==> src/rtl/us_sample_mem_writer.sv <==
// Packs four 16-bit samples per 64-bit word and writes them to consecutive memory addresses as an Avalon-MM master.
// Latency: the write is on the bus in the cycle after the 4th (or eop) sample is taken; one word every 5 cycles.
// Backpressure: snk_ready drops while a write is pending; the write holds on avm_waitrequest until it commits.
module us_sample_mem_writer #(
    parameter int ADDR_W   = 13,
    parameter int DATA_W   = 64,
    parameter int SAMPLE_W = 16
) (
    input  logic                  clk,
    input  logic                  reset_n,
    input  logic                  start,
    input  logic [ADDR_W-1:0]     base_addr,
    input  logic [ADDR_W:0]       num_words,
    input  logic                  snk_valid,
    input  logic [SAMPLE_W-1:0]   snk_data,
    input  logic                  snk_eop,
    output logic                  snk_ready,
    output logic [ADDR_W-1:0]     avm_address,
    output logic                  avm_chipselect,
    output logic                  avm_write,
    output logic [DATA_W-1:0]     avm_writedata,
    output logic [DATA_W/8-1:0]   avm_byteenable,
    input  logic                  avm_waitrequest,
    output logic                  busy,
    output logic                  done,
    output logic [ADDR_W:0]       words_written
);

    localparam int BE_W    = DATA_W / 8;
    localparam int LANE_BE = BE_W / 4;

    localparam logic [ADDR_W-1:0] ADDR_ONE = {{(ADDR_W-1){1'b0}}, 1'b1};
    localparam logic [ADDR_W:0]   CNT_ONE  = {{ADDR_W{1'b0}}, 1'b1};

    typedef enum logic [1:0] {
        S_IDLE,
        S_FILL,
        S_WRITE,
        S_DONE
    } state_t;

    state_t            state;
    logic [ADDR_W:0]   remaining;
    logic [1:0]        lane;
    logic              eop_seen;

    // Byte enables covering lanes 0..last_lane; a full word gives all ones.
    function automatic logic [BE_W-1:0] be_mask(input logic [1:0] last_lane);
        logic [BE_W-1:0] m;
        m = '0;
        for (int i = 0; i < 4; i++) begin
            if (int'(last_lane) >= i) begin
                m[i*LANE_BE +: LANE_BE] = '1;
            end
        end
        return m;
    endfunction

    // Capture FSM: all bus, stream and status outputs are registered here.
    // avm_writedata doubles as the pack register; it is zeroed between words
    // so lanes left unfilled by an early eop write as zero.
    always_ff @(posedge clk or negedge reset_n) begin
        if (!reset_n) begin
            state          <= S_IDLE;
            remaining      <= '0;
            lane           <= '0;
            eop_seen       <= 1'b0;
            snk_ready      <= 1'b0;
            avm_address    <= '0;
            avm_chipselect <= 1'b0;
            avm_write      <= 1'b0;
            avm_writedata  <= '0;
            avm_byteenable <= '0;
            busy           <= 1'b0;
            done           <= 1'b0;
            words_written  <= '0;
        end else begin
            case (state)
                S_IDLE: begin
                    done <= 1'b0;
                    if (start) begin
                        avm_address   <= base_addr;
                        remaining     <= num_words;
                        words_written <= '0;
                        lane          <= '0;
                        eop_seen      <= 1'b0;
                        avm_writedata <= '0;
                        busy          <= 1'b1;
                        if (num_words == '0) begin
                            state <= S_DONE;
                        end else begin
                            snk_ready <= 1'b1;
                            state     <= S_FILL;
                        end
                    end
                end

                S_FILL: begin
                    if (snk_valid && snk_ready) begin
                        avm_writedata[int'(lane)*SAMPLE_W +: SAMPLE_W] <= snk_data;
                        lane <= lane + 2'd1;
                        if (lane == 2'd3 || snk_eop) begin
                            eop_seen       <= snk_eop;
                            avm_byteenable <= be_mask(lane);
                            snk_ready      <= 1'b0;
                            avm_chipselect <= 1'b1;
                            avm_write      <= 1'b1;
                            state          <= S_WRITE;
                        end
                    end
                end

                S_WRITE: begin
                    if (!avm_waitrequest) begin
                        avm_address    <= avm_address + ADDR_ONE;
                        remaining      <= remaining - CNT_ONE;
                        words_written  <= words_written + CNT_ONE;
                        avm_chipselect <= 1'b0;
                        avm_write      <= 1'b0;
                        avm_writedata  <= '0;
                        lane           <= '0;
                        if (remaining == CNT_ONE || eop_seen) begin
                            state <= S_DONE;
                        end else begin
                            snk_ready <= 1'b1;
                            state     <= S_FILL;
                        end
                    end
                end

                S_DONE: begin
                    done  <= 1'b1;
                    busy  <= 1'b0;
                    state <= S_IDLE;
                end

                default: begin
                    state <= S_IDLE;
                end
            endcase
        end
    end

endmodule

==> config.mk <==
export PLATFORM = sky130hd
export DESIGN_NAME = us_sample_mem_writer
export DESIGN_NICKNAME = d
export VERILOG_FILES = /design/src/rtl/us_sample_mem_writer.sv
export SDC_FILE = /design/constraint.sdc
export NUM_CORES = 1
export LEC_CHECK = 0
export CELL_PAD_IN_SITES_DETAIL_PLACEMENT = 1
export CELL_PAD_IN_SITES_GLOBAL_PLACEMENT = 2
export CORE_MARGIN = 3
export CORE_UTILIZATION = 26
export CTS_BUF_LIST = sky130_fd_sc_hd__clkbuf_16
export DETAILED_ROUTE_END_ITERATION = 8
export GPL_TIMING_DRIVEN = 0
export PLACE_DENSITY = 0.77
export RECOVER_POWER = 25
export SYNTH_ARGS = -nofsm -noshare
export SYNTH_HDL_FRONTEND = slang
export SYNTH_SLANG_ARGS = --single-unit
==> constraint.sdc <==
create_clock -name clk -period 2.17 [get_ports clk]
set_clock_uncertainty 0.2 [all_clocks]
set_input_delay 0.434 -clock clk [delete_from_list [all_inputs] [get_ports clk]]
set_output_delay 0.434 -clock clk [all_outputs]
set_load 0.01 [all_outputs]
**Word-level counts from Yosys, hierarchy flattened**

Index checks and enable logic that the tools add are counted.

- Register bits: 122
- Output and inout bits: 104
- Logic and storage cells: 97

- Add/sub/neg operators: 5
- $lt $le $gt $ge: 3
- Eq/ne operators: 11
- Shift operators: 2
- Multiplexer cells: 46
- Reductions and logical operators: 18

Operators by type and width:

| kind | number |
|---|---|
| 64-bit two-way mux | 3 |
| 64-bit case mux with 3 select lines | 1 |
| 64-bit bitwise mux | 1 |
| 16-bit by 33-bit variable shift with 64-bit output, first input constant | 1 |
| 16-bit by 33-bit variable part select with 64-bit output | 1 |
| 14-bit two-way mux | 4 |
| 14-bit case mux with 2 select lines | 2 |
| 6-bit negation with 33-bit output | 1 |
| 13-bit two-way mux | 2 |
| 13-bit case mux with 2 select lines | 1 |
| 2-bit two-way mux | 12 |
| 4-bit AND reduction | 4 |
| 14-bit by 1-bit adder with 14-bit output, second input constant | 1 |
| 14-bit by 1-bit == test with 1-bit output, second input constant | 1 |
| 14-bit zero test | 1 |
| 14-bit by 1-bit subtractor with 14-bit output, second input constant | 1 |
| 13-bit by 1-bit adder with 13-bit output, second input constant | 1 |
| 1-bit two-way mux | 13 |
| 2-bit inequality test, second input constant | 6 |
| 1-bit case mux with 2 select lines | 4 |
| 2-bit case mux with 4 select lines | 1 |
| 2-bit nonzero test | 4 |
| 7-bit AND reduction | 1 |
| 2-bit == test, second input constant | 3 |
| 12 further kinds | 15 |

**Logic depth before layout (Yosys ltp)**

Gate-level depths: netlist of the first run.

- Depth after elaboration: 5
- Depth in mapped cells: 9

**Worst setup path before layout of the first run**

OpenSTA, ideal clock, no wires.

- Path kind: reg-to-reg
- Start: register state[0]
- End: register snk_ready
- Library setup time: 0.122 ns
- Data arrival time: 2.028 ns
- Data required time: 1.848 ns
- Setup slack: -0.180 ns
- Stages on the path, launching flop included: 8
- Path buffers: 1
- Path through: dfrtp_1 -> inv_1 -> ha_1 -> nor2b_4 -> buf_6 -> or3_1 -> or4_1 -> a32o_1

- Longest elaborated chain between the ends: 3

Ends and longest elaborated chain:

| element | RTL line | RTL |
|---|---|---|
| start: declaration | 42 | `state_t state;` |
| start signal: assignment | 64 | `state <= S_IDLE;` |
| start signal: assignment | 90 | `state <= S_DONE;` |
| start signal: assignment | 93 | `state <= S_FILL;` |
| 2-bit == test, or another cell as far along | 78 | `case (state)` |
| 2-bit inequality test (no line) / 3-bit nonzero test (equally long branches) | n/a |  |
| 7-bit AND reduction (no line) | n/a |  |
| end signal: assignment | 68 | `snk_ready <= 1'b0;` |
| end signal: assignment | 92 | `snk_ready <= 1'b1;` |
| end signal: assignment | 105 | `snk_ready <= 1'b0;` |
| end: declaration | 17 | `output logic snk_ready,` |

Parallel ways exist; a longest one is shown, timed or not.
A chain may end at the register's enable or synchronous reset.

**Worst setup path in the final report of the first run**

- Start: register state[1]
- End: register snk_ready

The elaborated chain is that of the path after synthesis.

==> flow_metrics.py, run 1 <==
metrics = {
    "synthesis": {
        "ys_ff_latch": 118,
        "synthArstFlopShare_pct": 100,
        "syn_area_mm2": 0.00569,
        "synthFlopType": "dfrtp_1",
        "yosysWarnings": 0,
        "synth_nets": 697,
        "synth.distinct_cells": 50,
        "ys_seq_area_share_pct": 51.9,
        "avgSynthCellArea_um2": 8.98,
        "synth_edf_count": 0,
        "synthCells": 634,
    },
    "floorplanning": {
        "die_y_um": 154,
        "core_area_mm2": 0.0213,
        "start_util_pct": 26.7,
        "dieArea_mm2": 0.0237,
        "ios": 153,
        "die_w_um": 154,
        "rows": 53,
    },
    "final_layout": {
        "final_cell_mix": "nand2_1 (156), clkdlybuf4s50_1 (148), dfrtp_1 (113)",
        "ff_latch_area_mm2": 0.00296,
        "drive_above_1_share_pct": 17.1,
        "antenna_cells": 0,
        "multi_input_area_mm2": 0.00274,
        "syn_to_final_growth_pct": 54.5,
        "final_cell_count_no_fill": 1125,
        "fillers": 2410,
        "final_nets": 900,
        "postLayoutCoreUtil_pct": 41.3,
        "final_common_cell": "nand2_1",
    },
    "outcome": {
        "violations": "setup timing",
        "status": "complete, but fails checks",
    },
    "drt": {
        "vias": 5548,
        "drt_wl_total_um": 20900,
        "firstDrtPassIters": 6,
        "post_drt_via_cell_ratio": 4.93,
        "dr.first_iter.drc_count": 206,
        "wl_per_cell_um": 18.6,
        "drc": 0,
        "ant_nets": 0,
    },
    "placed_design": {
        "dp.cells": 1062,
        "post-dp-hpwl_um": 14900,
        "gp_congestion": 0.818,
        "port_buffers": 152,
    },
    "global_route": {
        "grt_overflow": 0,
        "grt_pass1_vias": 5866,
        "grt_usage_pct": 17.1,
        "grt_max_degree": 66,
        "antenna_found_initial": 0,
        "grt_pass1_wl_um": 32500,
    },
    "power": {
        "swShare_pct": 23.3,
        "switching_power_mw": 1.25,
        "ir_drop_mv": 0.540,
        "powerDensity_mw_per_mm2": 611,
        "clkPwrFrac_pct": 55.5,
        "seqPwrFrac_pct": 41.0,
        "p_comb_share_pct": 3.5,
        "leakage_nw": 3.70,
        "power.internal_mw": 4.12,
    },
    "worst_setup_path": {
        "r2r-start": "state[1]",
        "end_kind": "flip-flop",
        "crit_type": "flip-flop to flip-flop",
        "worstPathRequired_ps": 2260,
        "r2r_setup_slack_ps": -30,
        "worst_r2r_endpoint": "snk_ready",
        "start_kind": "flip-flop",
        "rr_worst_depth": 7,
        "cp_max_fo": 9,
        "arrival_ps": 2290,
    },
    "job": {
        "max_cap_viol_count": 0,
    },
    "sta": {
        "min_period_ps": 2200,
        "postLayoutSetupSlackWorst_ps": -26.6,
        "max_slew_margin_pct": 45.2,
        "rsz0062_at_grt": "yes",
        "setup_viol": 1,
        "final_max_slew_viol_count": 0,
        "max_freq_ghz": 0.455,
        "worstMarginPinSlew_ps": 822,
        "finalHoldViolations": 0,
        "finalCritPeriodShare_pct": 101,
        "holdWs_ps": 277,
    },
    "cts": {
        "h-tree-depth": 4,
        "cts_buffer_depth": 2,
        "cts-root-buf": "clkbuf_16",
        "cts_sinks": 118,
        "cts_buffers": 17,
        "clk_latency_ps": 410,
        "cts_tree": "yes",
        "path_clk_slew_ps": 60,
    },
    "hold_path": {
        "hp-class": "flip-flop to flip-flop",
        "whs_path_depth": 2,
        "holdPathEnd": "avm_writedata[60]",
        "hp-start": "avm_writedata[60]",
    },
}
==> power by group through the flow <==
stage               clock (mW)  sequential, mW  combinational [mW]
CTS                       3.04            2.20               0.199
finish                    2.98            2.20               0.190
global placement             0            2.24               0.188
detailed placement           0            2.24               0.197
global route              3.17            2.20               0.208
floorplan                    0            2.24              0.0134
==> cell families after synthesis <==
logic type	count (synthesis)	synth area share [%]
XOR/XNOR	10	1.54
buffers and inverters	45	3.50
adder cells (fa/ha/maj)	14	3.08
flip-flops	118	51.9
AND/OR/NAND/NOR	275	22.1
multiplexers	12	2.18
AO/OA/AOI/OAI	160	15.7
==> worst max-delay path, cell delays in order, from the launching register on <==
cell and delay, ps:
dfrtp_2 450, ha_4 190, buf_8 130, nand3b_1 100, nor4_2 60, a22o_1 220
or4_1 520, a32o_1 220
==> per-layer routing <==
| layer | track usage, % | part of all wire [%] |
|---|---|---|
| met2 | 29.0 | 50 |
| met4 | 4.33 | 1.4 |
| met5 | 0 | 0 |
| met1 | 21.8 | 44 |
| met3 | 4.19 | 5.0 |
==> how the worst max path moves through the flow <==
| stage | from | endpoint | slack (ps) | cells past startpoint |
|---|---|---|---|---|
| after floorplan | state[1] | snk_ready | -30 | 7 |
| after global placement | reset_n | words_written[11] | -4370 | 1 |
| after detailed placement | avm_waitrequest | remaining[8] | -840 | 7 |
| after CTS | state[1] | snk_ready | -20 | 7 |
| after global routing | state[1] | avm_writedata[18] | -90 | 9 |
| final | state[1] | snk_ready | -30 | 7 |
==> metrics by stage <==
step	area (um2)	setup slack, ps	total power, mW	TNS [ps]
after global placement	7570	-4370	2.43	-565870
final	8790	-26.6	5.37	-26.6
after global routing	8790	-87.7	5.58	-1590
after detailed placement	7600	-841	2.44	-57850
after CTS	8530	-24.8	5.44	-24.8
after floorplan	5700	-32.8	2.26	-32.8
==> state kept, by name, summed over array words and instances, names as in the netlist <==
name            flops
avm_address        13
avm_byteenable      4
avm_write           1
avm_writedata      64
busy                1
done                1
eop_seen            1
lane                2
remaining          14
snk_ready           1
state               2
words_written      14
==> area by class of cell <==
class	count	share of cell area, %
flip-flops and latches	118	33.7
clock inverters	15	2.18
clock buffers	17	4.84
well taps	275	3.91
multi-input cells	471	31.1
inverters	9	0.455
plain buffers	34	3.06
repair buffers	186	20.8
==> cells in the mapped netlist, types with 2 or more instances <==
cell	instances	area share, %
o22ai_1	16	1.8
nor3_1	12	1.1
a22oi_1	3	0.40
xor2_1	6	0.92
and4_1	3	0.46
nand3b_1	2	0.26
nor2_1	33	2.2
inv_1	8	0.53
mux2i_1	9	1.6
buf_4	5	0.66
a32o_1	2	0.35
nor3_2	2	0.35
nand2_1	158	10
and2_1	3	0.33
a21oi_1	28	2.5
ha_1	14	3.1
nand3_1	20	1.8
buf_2	3	0.26
clkbuf_1	27	1.8
a31oi_1	4	0.44
nand2b_1	2	0.22
or2_2	3	0.33
nor4_1	6	0.66
dfrtp_1	118	52
and3_1	8	0.88
o31ai_1	2	0.26
a211oi_1	2	0.26
a221o_1	4	0.70
a311oi_1	2	0.31
o21ai_0	77	6.8
or4_1	2	0.26
mux2_2	3	0.59
or3_1	5	0.55
nand4_1	8	0.88
o21ai_1	16	1.4
xnor2_1	4	0.62
==> timing repair <==
| item | in CTS | in global routing |
|---|---|---|
| gates resized for setup | 61 | 81 |
| cloned | 0 | 3 |
| pin swaps | 9 | 12 |
| buffers inserted | 17 | 13 |
| endpoints found under the setup margin | 108 | 99 |
| endpoints found under the hold margin | 53 | 0 |
| hold buffers | 1 | 0 |
Power figures use the tool's default switching activity.
==> run 2: changes to the inputs <==
Settings changed: CORE_UTILIZATION 26 to 29, PLACE_DENSITY 0.77 to 0.81, SLEW_MARGIN set to 20.
Clock period 2.17 ns to 2.23 ns, I/O delays scaled along.
==> flow_metrics.py, run 2 (synthesis results as in run 1) <==
metrics = {
    "outcome": {
        "status": "completed",
    },
    "worst_setup_path": {
        "worstPathRequired_ps": 2340,
        "cp_max_fo": 7,
        "end_kind": "flip-flop",
        "crit_type": "flip-flop to flip-flop",
        "arrival_ps": 2280,
        "start_kind": "flip-flop",
    },
    "drt": {
        "wl_per_cell_um": 18.8,
        "drc": 0,
        "drt_wl_total_um": 20900,
        "firstDrtPassIters": 5,
        "ant_nets": 0,
        "post_drt_via_cell_ratio": 5.06,
        "vias": 5636,
        "dr.first_iter.drc_count": 158,
    },
    "power": {
        "powerDensity_mw_per_mm2": 604,
        "ir_drop_mv": 0.467,
        "leakage_nw": 3.65,
        "clkPwrFrac_pct": 55.5,
        "p_comb_share_pct": 3.6,
        "swShare_pct": 23.4,
        "power.internal_mw": 4.01,
        "switching_power_mw": 1.23,
        "total_power_mw": 5.24,
        "seqPwrFrac_pct": 40.9,
    },
    "global_route": {
        "grt_pass1_vias": 6115,
        "grt_max_degree": 68,
        "grt_overflow": 0,
        "grt_pass1_wl_um": 33000,
        "grt_usage_pct": 19.5,
        "antenna_found_initial": 0,
    },
    "placed_design": {
        "gp_congestion": 0.798,
        "port_buffers": 152,
        "post-dp-hpwl_um": 14900,
        "place_area_mm2": 0.00757,
    },
    "final_layout": {
        "multi_input_area_mm2": 0.00269,
        "largestRegisters": "avm_writedata: 64 flops, remaining: 14 flops, words_written: 14 flops",
        "final_nets": 904,
        "syn_to_final_growth_pct": 52.5,
        "drive_above_1_share_pct": 16.9,
        "ff_latch_area_mm2": 0.00296,
        "final_cell_mix": "nand2_1 (157), clkdlybuf4s50_1 (150), dfrtp_1 (114)",
        "final_common_cell": "nand2_1",
        "largest_register_ffs": 64,
        "final_area_mm2": 0.00868,
        "fillers": 2208,
        "antenna_cells": 0,
        "top_register": "avm_writedata",
    },
    "hold_path": {
        "hp-class": "flip-flop to flip-flop",
    },
    "cts": {
        "cts_buffers": 17,
        "cts_buffer_depth": 2,
        "path_clk_slew_ps": 60,
        "clk_latency_ps": 420,
        "h-tree-depth": 4,
        "cts_sinks": 118,
        "cts_tree": "yes",
        "cts-root-buf": "clkbuf_16",
    },
    "floorplanning": {
        "ios": 153,
        "die_y_um": 146,
        "rows": 50,
        "dieArea_mm2": 0.0213,
        "core_area_mm2": 0.0190,
        "die_w_um": 146,
        "start_util_pct": 29.9,
    },
    "sta": {
        "finalCritPeriodShare_pct": 97.3,
        "max_slew_margin_pct": 57.7,
        "final_max_slew_viol_count": 0,
        "finalHoldViolations": 0,
        "setup_viol": 0,
        "worstMarginPinSlew_ps": 635,
        "min_period_ps": 2170,
        "max_freq_ghz": 0.461,
        "holdWs_ps": 280,
    },
    "job": {
        "max_cap_viol_count": 0,
    },
}
run 2: timing repair:
action | CTS | global route
gates cloned | 0 | 1
gates resized for setup | 59 | 34
pin swaps | 7 | 8
setup buffers | 17 | 18
setup endpoints to repair | 107 | 83
hold endpoints to repair | 51 | 0
hold buffers | 1 | 0
run 2: final cells by class:
class	instances	area share, %
plain buffers	34	2.67
clock buffers	17	4.90
clock inverters	15	2.26
inverters	9	0.461
multi-input cells	472	31.0
flip-flops and latches	118	34.1
well taps	260	3.75
repair buffers	189	20.9
run 2: worst paths after layout:
check,from,endpoint,slack (ps),depth (start not counted)
min in group asynchronous,reset_n,avm_writedata[25],360,2
setup reg to reg,state[1],snk_ready,60,7
max in group asynchronous,reset_n,state[1],440,3
hold reg to reg,avm_writedata[4],avm_writedata[4],280,2
hold / removal,avm_writedata[4],avm_writedata[4],280,2
setup / recovery,state[1],snk_ready,60,7
run 2: per-stage QoR:
stage | setup WS, ps | setup TNS (ps) | cells | util (%)
detailed placement | -896 | -52380 | 1047 | 39.8
CTS | 2.79 | 0 | 1097 | 44.7
global route | -43.9 | -88.9 | 1114 | 45.6
floorplan | 15.0 | 0 | 634 | -
finish | 59.6 | 0 | 1114 | 45.6
global placement | -4270 | -547540 | 1046 | 39.7
run 2: power by group through the flow:
stage                     Sequential (mW)  Clock, mW  Combinational, mW
after detailed placement             2.18          0              0.193
after CTS                            2.14       2.96              0.195
after floorplan                      2.18          0             0.0131
after global routing                 2.14       3.07              0.204
final                                2.15       2.91              0.188
after global placement               2.18          0              0.184
run 2: routing by layer:
metal  wire (um)  track usage, %  vias up
met5           0               0        -
met4         537            7.62        0
met3        1060            4.78       30
met2       10400            33.3      174
met1        8950            23.9     2796
li1            -               -     2636
run 2: worst max-delay path: stages (launching register included):
cell and delay [ps]:
dfrtp_2 440, ha_4 180, buf_6 130, nand3b_1 90, nor4_1 60, a22o_1 230
or4_1 520, a32o_1 210
==> run 3: changes to the inputs <==
Settings changed: PLACE_DENSITY 0.81 to 0.88.
==> flow_metrics.py, run 3 (synthesis results as in run 1) <==
metrics = {
    "outcome": {
        "status": "complete, but fails checks",
        "violations": "setup timing",
    },
    "sta": {
        "worstMarginPinSlew_ps": 775,
        "min_period_ps": 2240,
        "max_freq_ghz": 0.446,
        "final_max_slew_viol_count": 0,
        "rsz0062_at_grt": "yes",
        "finalCritPeriodShare_pct": 101,
        "max_slew_margin_pct": 48.3,
        "setup_viol": 1,
        "finalHoldViolations": 0,
        "postLayoutSetupSlackWorst_ps": -12.5,
    },
    "placed_design": {
        "dp.cells": 1047,
        "port_buffers": 152,
        "place_area_mm2": 0.00757,
        "post-dp-hpwl_um": 14000,
        "pre_cts_slack_ps": -850,
        "gp_congestion": 0.787,
    },
    "final_layout": {
        "largest_register_ffs": 64,
        "largestRegisters": "avm_writedata: 64 flops, remaining: 14 flops, words_written: 14 flops",
        "multi_input_area_mm2": 0.00272,
        "final_cell_count_no_fill": 1103,
        "fillers": 2222,
        "ff_latch_area_mm2": 0.00296,
        "syn_to_final_growth_pct": 51.2,
        "drive_above_1_share_pct": 15.9,
        "final_cell_mix": "nand2_1 (157), clkdlybuf4s50_1 (150), dfrtp_1 (115)",
        "final_area_mm2": 0.00861,
        "final_nets": 892,
        "final_common_cell": "nand2_1",
        "top_register": "avm_writedata",
    },
    "worst_setup_path": {
        "crit_type": "flip-flop to flip-flop",
        "start_kind": "flip-flop",
        "worstPathRequired_ps": 2340,
        "cp_max_fo": 3,
        "end_kind": "flip-flop",
        "arrival_ps": 2360,
    },
    "power": {
        "leakage_nw": 3.59,
        "powerDensity_mw_per_mm2": 597,
        "ir_drop_mv": 0.528,
        "total_power_mw": 5.14,
    },
    "floorplanning": {
        "die_w_um": 146,
        "die_y_um": 146,
        "rows": 50,
        "dieArea_mm2": 0.0213,
        "start_util_pct": 29.9,
        "core_area_mm2": 0.0190,
        "ios": 153,
    },
    "cts": {
        "clk_latency_ps": 420,
        "cts_buffers": 17,
        "cts_tree": "yes",
        "h-tree-depth": 4,
        "path_clk_slew_ps": 60,
        "cts_buffer_depth": 2,
        "cts_sinks": 118,
        "cts-root-buf": "clkbuf_16",
    },
    "drt": {
        "dr.first_iter.drc_count": 167,
        "drc": 0,
        "ant_nets": 0,
        "wl_per_cell_um": 18.0,
        "firstDrtPassIters": 4,
        "drt_wl_total_um": 19800,
        "post_drt_via_cell_ratio": 5.04,
        "vias": 5556,
    },
    "hold_path": {
        "hp-class": "flip-flop to flip-flop",
    },
    "global_route": {
        "grt_max_degree": 93,
        "antenna_found_initial": 0,
        "grt_pass1_vias": 5717,
        "grt_pass1_wl_um": 31500,
        "grt_usage_pct": 18.3,
        "grt_overflow": 0,
    },
    "job": {
        "max_cap_viol_count": 0,
    },
}
## run 3: routing by layer
layer	vias up	GRT usage, %	share of wire (%)
li1	2617	-	-
met1	2753	24.7	46
met2	164	29.6	47
met3	22	4.19	5.3
met4	0	5.41	1.4
met5	-	0	0
## run 3: report_power, final
group	switching (mW)	leakage, nW	total [mW]	internal [mW]
logic	0.0986	1.76	0.188	0.0890
registers	0.00219	1.54	2.14	2.14
clock network	1.13	0.296	2.81	1.67
total	1.23	3.59	5.14	3.91
## run 3: critical path, stage by stage, from the launching register on
cell	delay, ps
dfrtp_2	400
buf_4	140
buf_4	140
ha_4	170
or3_4	370
or4_1	500
a32o_1	210
## run 3: cell type report
type,instances,area share [%]
clock buffers,17,4.94
plain buffers,35,2.65
clock inverters,15,1.99
inverters,9,0.465
multi-input cells,471,31.7
repair buffers,177,20.1
flip-flops and latches,118,34.4
well taps,260,3.78
diodes,1,0.0291
## run 3: what timing repair did
item                                    in CTS  in global routing
endpoints found under the setup margin     107                 80
hold buffers                                 1                  0
resized for setup                           56                 44
setup buffers                               18                  5
endpoints found under the hold margin       26                  0
pin swaps                                    3                  9
## run 3: worst paths after layout
path                                     end  depth (start not counted)             start  slack, ps
setup / recovery                   snk_ready                          6          state[0]        -10
hold / removal              avm_writedata[7]                          2  avm_writedata[7]        280
setup reg to reg                   snk_ready                          6          state[0]        -10
hold reg to reg             avm_writedata[7]                          2  avm_writedata[7]        280
max in group asynchronous            lane[0]                          3           reset_n        460
min in group asynchronous  avm_writedata[13]                          2           reset_n        440
## run 3: stage by stage
stage	hold slack [ps]	util (%)	TNS [ps]
4_1_cts	257	44.5	0
3_5_place_dp	111	39.8	-54540
5_1_grt	313	45.2	-84.5
2_1_floorplan	-49.6	-	0
3_3_place_gp	260	39.7	-583180
6_report	276	45.3	-12.5
